**src/rtl/pipeline_if_pkg.sv**
```systemverilog
// Shared types and default widths for the instruction-fetch stage.
package pipeline_if_pkg;

  // IF_REQ: free to issue; IF_WAIT: one request outstanding;
  // IF_DROP: outstanding request killed by a redirect, its response is discarded.
  typedef enum logic [1:0] {
    IF_REQ  = 2'd0,
    IF_WAIT = 2'd1,
    IF_DROP = 2'd2
  } if_state_e;

  localparam int XLEN_DEF = 32;
  localparam int ILEN_DEF = 32;

endpackage

```
**src/rtl/pipeline_if_stage_reg_ce.sv**
```systemverilog
// Clock-enabled register with asynchronous active-high reset to a fixed value.
module reg_ce
  import pipeline_if_pkg::*;
#(
  parameter int           W       = XLEN_DEF,
  parameter logic [W-1:0] RST_VAL = '0
) (
  input  logic         clk,
  input  logic         rst,
  input  logic         i_ce,
  input  logic [W-1:0] i_d,
  output logic [W-1:0] o_q
);

  logic [W-1:0] r_q;

  // Load i_d when enabled; reset forces RST_VAL immediately.
  always_ff @(posedge clk or posedge rst) begin
    if (rst) begin
      r_q <= RST_VAL;
    end else if (i_ce) begin
      r_q <= i_d;
    end
  end

  assign o_q = r_q;

endmodule

```
**src/rtl/pipeline_if_stage.sv**
```systemverilog
// Instruction-fetch stage: owns the PC, issues one imem request at a time and
// holds the returned instruction in a one-entry IF/ID slot. A redirect from EX
// reloads the PC, empties the slot and kills any fetch still in flight.
module pipeline_if_stage
  import pipeline_if_pkg::*;
#(
  parameter int              XLEN     = XLEN_DEF,
  parameter int              ILEN     = ILEN_DEF,
  parameter logic [XLEN-1:0] RESET_PC = '0,
  parameter int              PC_STEP  = 4
) (
  input  logic            clk,
  input  logic            rst,
  input  logic            redirect_valid,
  input  logic [XLEN-1:0] redirect_pc,
  input  logic            stall,
  output logic            imem_req_valid,
  input  logic            imem_req_ready,
  output logic [XLEN-1:0] imem_req_addr,
  input  logic            imem_resp_valid,
  input  logic [ILEN-1:0] imem_resp_data,
  output logic            id_valid,
  output logic [XLEN-1:0] id_pc,
  output logic [ILEN-1:0] id_instr,
  input  logic            id_ready,
  output logic [XLEN-1:0] pc_out
);

  if_state_e       r_state;
  logic            r_id_valid;
  logic [XLEN-1:0] w_pc;
  logic [XLEN-1:0] w_fetch_pc;
  logic [XLEN-1:0] w_pc_next;
  logic            w_slot_free;
  logic            w_req_valid;
  logic            w_issue;
  logic            w_fill;
  logic            w_pc_ce;

  // A request is only issued when the slot will be empty to receive it, so a
  // fill never collides with a still-occupied slot.
  assign w_slot_free = !r_id_valid || id_ready;
  assign w_req_valid = (r_state == IF_REQ) && !stall && w_slot_free && !redirect_valid;
  assign w_issue     = w_req_valid && imem_req_ready;
  assign w_fill      = (r_state == IF_WAIT) && imem_resp_valid && !redirect_valid;
  assign w_pc_ce     = redirect_valid || w_issue;
  assign w_pc_next   = redirect_valid ? redirect_pc : (w_pc + XLEN'(PC_STEP));

  reg_ce #(.W(XLEN), .RST_VAL(RESET_PC)) u_pc (
    .clk(clk), .rst(rst), .i_ce(w_pc_ce), .i_d(w_pc_next), .o_q(w_pc)
  );

  reg_ce #(.W(XLEN), .RST_VAL('0)) u_fetch_pc (
    .clk(clk), .rst(rst), .i_ce(w_issue), .i_d(w_pc), .o_q(w_fetch_pc)
  );

  reg_ce #(.W(XLEN), .RST_VAL('0)) u_id_pc (
    .clk(clk), .rst(rst), .i_ce(w_fill), .i_d(w_fetch_pc), .o_q(id_pc)
  );

  reg_ce #(.W(ILEN), .RST_VAL('0)) u_id_instr (
    .clk(clk), .rst(rst), .i_ce(w_fill), .i_d(imem_resp_data), .o_q(id_instr)
  );

  // Fetch FSM and slot-valid flag; redirect has priority over fill and consume.
  always_ff @(posedge clk or posedge rst) begin
    if (rst) begin
      r_state    <= IF_REQ;
      r_id_valid <= 1'b0;
    end else begin
      if (redirect_valid) begin
        r_id_valid <= 1'b0;
      end else if (w_fill) begin
        r_id_valid <= 1'b1;
      end else if (id_ready) begin
        r_id_valid <= 1'b0;
      end

      case (r_state)
        IF_REQ: begin
          if (w_issue) r_state <= IF_WAIT;
        end
        IF_WAIT: begin
          if (imem_resp_valid)     r_state <= IF_REQ;
          else if (redirect_valid) r_state <= IF_DROP;
        end
        IF_DROP: begin
          if (imem_resp_valid) r_state <= IF_REQ;
        end
        default: r_state <= IF_REQ;
      endcase
    end
  end

  assign imem_req_valid = w_req_valid;
  assign imem_req_addr  = w_pc;
  assign id_valid       = r_id_valid;
  assign pc_out         = w_pc;

endmodule

```
**config.mk**
```make
export PLATFORM = sky130hd
export DESIGN_NAME = pipeline_if_stage
export DESIGN_NICKNAME = d
export VERILOG_FILES = /design/src/rtl/pipeline_if_pkg.sv /design/src/rtl/pipeline_if_stage_reg_ce.sv /design/src/rtl/pipeline_if_stage.sv
export SDC_FILE = /design/constraint.sdc
export NUM_CORES = 1
export LEC_CHECK = 0
export CAP_MARGIN = 15
export CORE_ASPECT_RATIO = 0.5
export CORE_MARGIN = 3
export CORE_UTILIZATION = 49
export CTS_CLUSTER_SIZE = 24
export DETAILED_ROUTE_END_ITERATION = 10
export PLACE_DENSITY = 0.86
export SETUP_SLACK_MARGIN = 0.3
export SYNTH_ARGS = -nofsm -noshare
export SYNTH_HDL_FRONTEND = slang
export SYNTH_SLANG_ARGS = --single-unit
export TNS_END_PERCENT = 100
```
**constraint.sdc**
```tcl
create_clock -name clk -period 7.38 [get_ports clk]
set_clock_uncertainty 0.05 [all_clocks]
set_input_delay 0.738 -clock clk [delete_from_list [all_inputs] [get_ports clk]]
set_output_delay 0.738 -clock clk [all_outputs]
set_load 0.05 [all_outputs]
```
* Word-level counts from Yosys, hierarchy flattened *
Cells that the tools add are included.

cells by class
  add/sub/neg operators = 1
  eq/ne operators = 5
  multiplexer cells = 9
  reductions and logical operators = 14

operators by type and width
  kind                     number
  $add A32 B3 Y32 const B  1
  $mux W32                 1
  $mux W2                  4
  $logic_and A1 B1 Y1      6
  $pmux W2 S3              1
  $ne A2 B2 Y1 const B     2
  $logic_not A1 Y1         3
  $mux W1                  3
  $ne A3 B3 Y1 const B     1
  $reduce_and A3 Y1        1
  $reduce_bool A3 Y1       1
  $eq A2 B1 Y1 const B     1
  $eq A2 B2 Y1 const B     1
  $logic_not A2 Y1         1
  $logic_or A1 B1 Y1       2

word-level totals
  register bits after elaboration = 131
  input port bits = 71
  output and inout bits = 130
  word-level logic and storage cells = 35

* Depth between registers and ports, before layout *
  depth after elaboration = 7
  mapped depth = 8
  mapped depth without buffers = 6

* Cells and area by module *
A second synthesis with hierarchy kept.

unflattened totals
  cell total of the unflattened synthesis = 489
  area, all modules = 6765.2 um^2

modules (own cells, without submodules)
  module             times used  cells each  area an instance (um^2)  sequential area each (um^2)
  reg_ce             4           69          1348.8                   800.8
  pipeline_if_stage  1           213         1370.1                   75.1

* Least setup slack after synthesis *
OpenSTA, ideal clock, no wires.

  path type = input to output
  from = input port redirect_valid
  to = output port imem_req_valid
  arrival time = 1.496 ns
  required time = 6.592 ns
  slack = 5.096 ns
  stages = 2
  path buffers = 0
  path through = nor4_2 -> and2_1

between the ends
  word-level cells in the longest chain between the ends = 2

RTL lines
  item                 line                     text
  start, declared      pipeline_if_stage.sv:14  input logic redirect_valid,
  $logic_not A1 Y1     pipeline_if_stage.sv:43  assign w_req_valid = (r_state == IF_REQ) && !stall && w_slot_free && !redirect_valid;
  $logic_and A1 B1 Y1  pipeline_if_stage.sv:43
  end, declared        pipeline_if_stage.sv:17  output logic imem_req_valid,

No other way between the ends.

* Worst setup path after layout *
Ends and elaborated chain as after synthesis.

==> impl_metrics.tcl <==
set metrics [dict create \
    fill_cells 770 \
    dieWidth_um 160.1 \
    dp_slack_ps 3602 \
    swShare_pct 37.70 \
    drt_iter0_drc 426 \
    synth_nets 600 \
    powerDensity_nw_per_um2 371.1 \
    cts.clk_slew.worst_paths_ps 60 \
    root_buffer "clkbuf_16" \
    hold_path_depth 2 \
    power_frac_comb_pct 36.6 \
    required_ps 6590 \
    hold_ws_ps 423.3 \
    portBuffers 200 \
    avgSynthCellArea_um2 11.02 \
    antenna_cells 0 \
    drc 0 \
    grt_pass1_vias 4742 \
    drv_slew 0 \
    worstRegToRegCells 6 \
    synth_top_area_share_pct 56.32 \
    track_usage_pct 23.20 \
    report.final.setup_viol 0 \
    fp.dieH_um 83.07 \
    fin_crit_ps 3418 \
    row_count 27 \
    clk_latency_ps 420 \
    leakagePower_nw 3.656 \
    gp_congestion 0.7837 \
    antenna_found_initial 0 \
    dp_hpwl_um 9912 \
    avgRoutedWirePerCell_um 17.62 \
    setup_slack_ps 3962 \
    antenna_left 0 \
    grt_overflow_total 0 \
    post-cts-setup-buffers 0 \
    regArea_um2 3278 \
    grt_pass1_wl_um 24840 \
    fmax_mhz 292.6 \
    cts_buffers 17 \
    status "complete, no violations" \
    clock_power_share_pct 30.7 \
    drt-pass1-iter-count 6 \
    syn_area_um2 5821 \
    maxSlewHeadroom_pct 30.89 \
    crit_type "in2out" \
    final_util_pct 74.07 \
    synth-main-ff-cell "dfrtp_1" \
    cts_sinks 131 \
    cp.arrival_ps 2630 \
    cts-resized-gates 0 \
    switchingPower_mw 1.169 \
    synthTopCellsByArea "dfrtp_1 (56%), mux2_2 (13%), nand2_1 (8.0%)" \
    cp_max_fo 48 \
    multi_input_area_um2 2150 \
    async_flop_share_pct 100.0 \
    ys_types 46 \
    start_util_pct 51.59 \
    period_share_pct 46.31 \
    ctsLongestPathBuffers 2 \
    wl_um 15210 \
    hold_buffers 0 \
    ys_ff_latch 131 \
    viasPerCell 5.425 \
    grt_max_degree 83 \
    dieArea_um2 13300 \
    syn2layout_area_growth_pct 43.59 \
    synth_edf_count 0 \
    vdd_drop_max_mv 0.1800 \
    min_path_type "reg2reg" \
    final-hold-violation-count 0 \
    vias 4682 \
    p_seq_share_pct 32.7 \
    drive_gt1_share_pct 15.77 \
    crit_path_start_kind "input pin" \
    worstSetupEndpointType "output pin" \
    p_int_mw 1.933 \
    rsz0062_at_grt "false" \
    maxCapViolCount 0 \
    yosys_warnings 0 \
    cts_max_level 4 \
    ys_seq_area_share_pct 56.32 \
    pin_count 201 \
    setup_tns_ps 0 \
    worst_slew_pin_slew_ps 1037 \
    nNetsFinal 763 \
    synth_top_area_cell "dfrtp_1" \
    synthCells 528 \
    core_area_um2 11280 \
    cts_tree "yes" \
]
-- cells by family after synthesis --
group	Yosys count	synth area share, %
adders and majority gates	1	0.2149
and+or+nand+nor	197	15.89
xor gates and xnor gates	2	0.3010
DFF	131	56.32
muxes	68	13.11
AOI/OAI and AO/OA	62	7.202
buffers and inverters	67	6.965
-- flip-flops by register name, summed over array words and instances (netlist names) --
register	flops
u_fetch_pc.o_q	32
u_id_instr.o_q	32
u_id_pc.o_q	32
u_pc.o_q	32
r_state	2
id_valid	1
-- metrics by stage --
step                      cells  power (mW)  cell area, um2
after detailed placement    829       2.162            7674
after global placement      829       2.136            7674
after floorplan             528       1.766            5821
after CTS                   861       3.119            8339
after global routing        863       3.216            8358
final                       863       3.102            8358
-- synthesized netlist by cell type (all sizes together) (5+ instances only) --
cell,n
a21oi,5
o311ai,8
and3,5
nand4,11
nand3,17
nor2,9
nand2,124
dfrtp,131
buf,53
nor2b,5
o21ai,22
inv,6
nor3,5
mux2,66
a31oi,6
clkbuf,8
a221o,5
o211ai,5
nand3b,6
-- critical path, cell delays in order --
cell	delay, ps
buf_2	380
nor4_2	510
and2_1	190
clkdlybuf4s50_1	800
-- worst paths after layout --
kind / startpoint / endpoint / slack [ps]
worst max-delay path: redirect_valid / imem_req_valid / 3960
worst min-delay path: u_fetch_pc.o_q[17] / u_fetch_pc.o_q[17] / 420
worst max register to register: r_state[0] / u_pc.o_q[14] / 4610
worst min register to register: u_fetch_pc.o_q[17] / u_fetch_pc.o_q[17] / 420
max in group asynchronous: rst / u_id_instr.o_q[0] / 5210
min in group asynchronous: rst / u_id_instr.o_q[31] / 680
-- cells in the final DEF (no fill, tap or decap), types with 5 or more instances in the layout --
cell | synthesis | layout
clkdlybuf4s50_1 | 0 | 199
dfrtp_1 | 131 | 131
nand2_1 | 124 | 124
mux2_2 | 66 | 66
o21ai_0 | 22 | 22
clkbuf_16 | 0 | 17
nand3_1 | 16 | 15
nand4_1 | 10 | 10
nor2_1 | 9 | 9
o311ai_1 | 7 | 7
nand3b_1 | 6 | 6
a31oi_1 | 6 | 6
bufinv_16 | 0 | 6
inv_1 | 6 | 5
a21oi_1 | 5 | 5
a221o_1 | 5 | 5
nor2b_1 | 5 | 5
o211ai_1 | 5 | 5
-- per-layer routing --
metal / up-vias / GRT usage (%) / wire length [um]
met2: 178 / 38.01 / 7612
li1: 2137 / - / -
met4: 0 / 8.110 / 283
met1: 2337 / 30.63 / 6526
met5: - / 0 / 0
met3: 30 / 5.331 / 784
-- layout make-up --
type                       count  share of cell area, %
multi-input combinational    330                  25.72
tap                          159                  2.380
inverter                       6                 0.3293
clock inverter                13                  2.784
sequential                   131                  39.22
clock buffer                  19                  5.180
timing repair buffer         205                  24.39
-- power by group through the flow --
stage | logic [mW] | registers, mW | clock network [mW]
4_1_cts | 1.14 | 1.01 | 0.961
5_1_grt | 1.18 | 1.04 | 0.996
3_3_place_gp | 1.12 | 1.01 | 0
3_5_place_dp | 1.14 | 1.02 | 0
6_report | 1.14 | 1.01 | 0.951
2_1_floorplan | 0.290 | 1.48 | 0
Power figures use the tool's default switching activity.
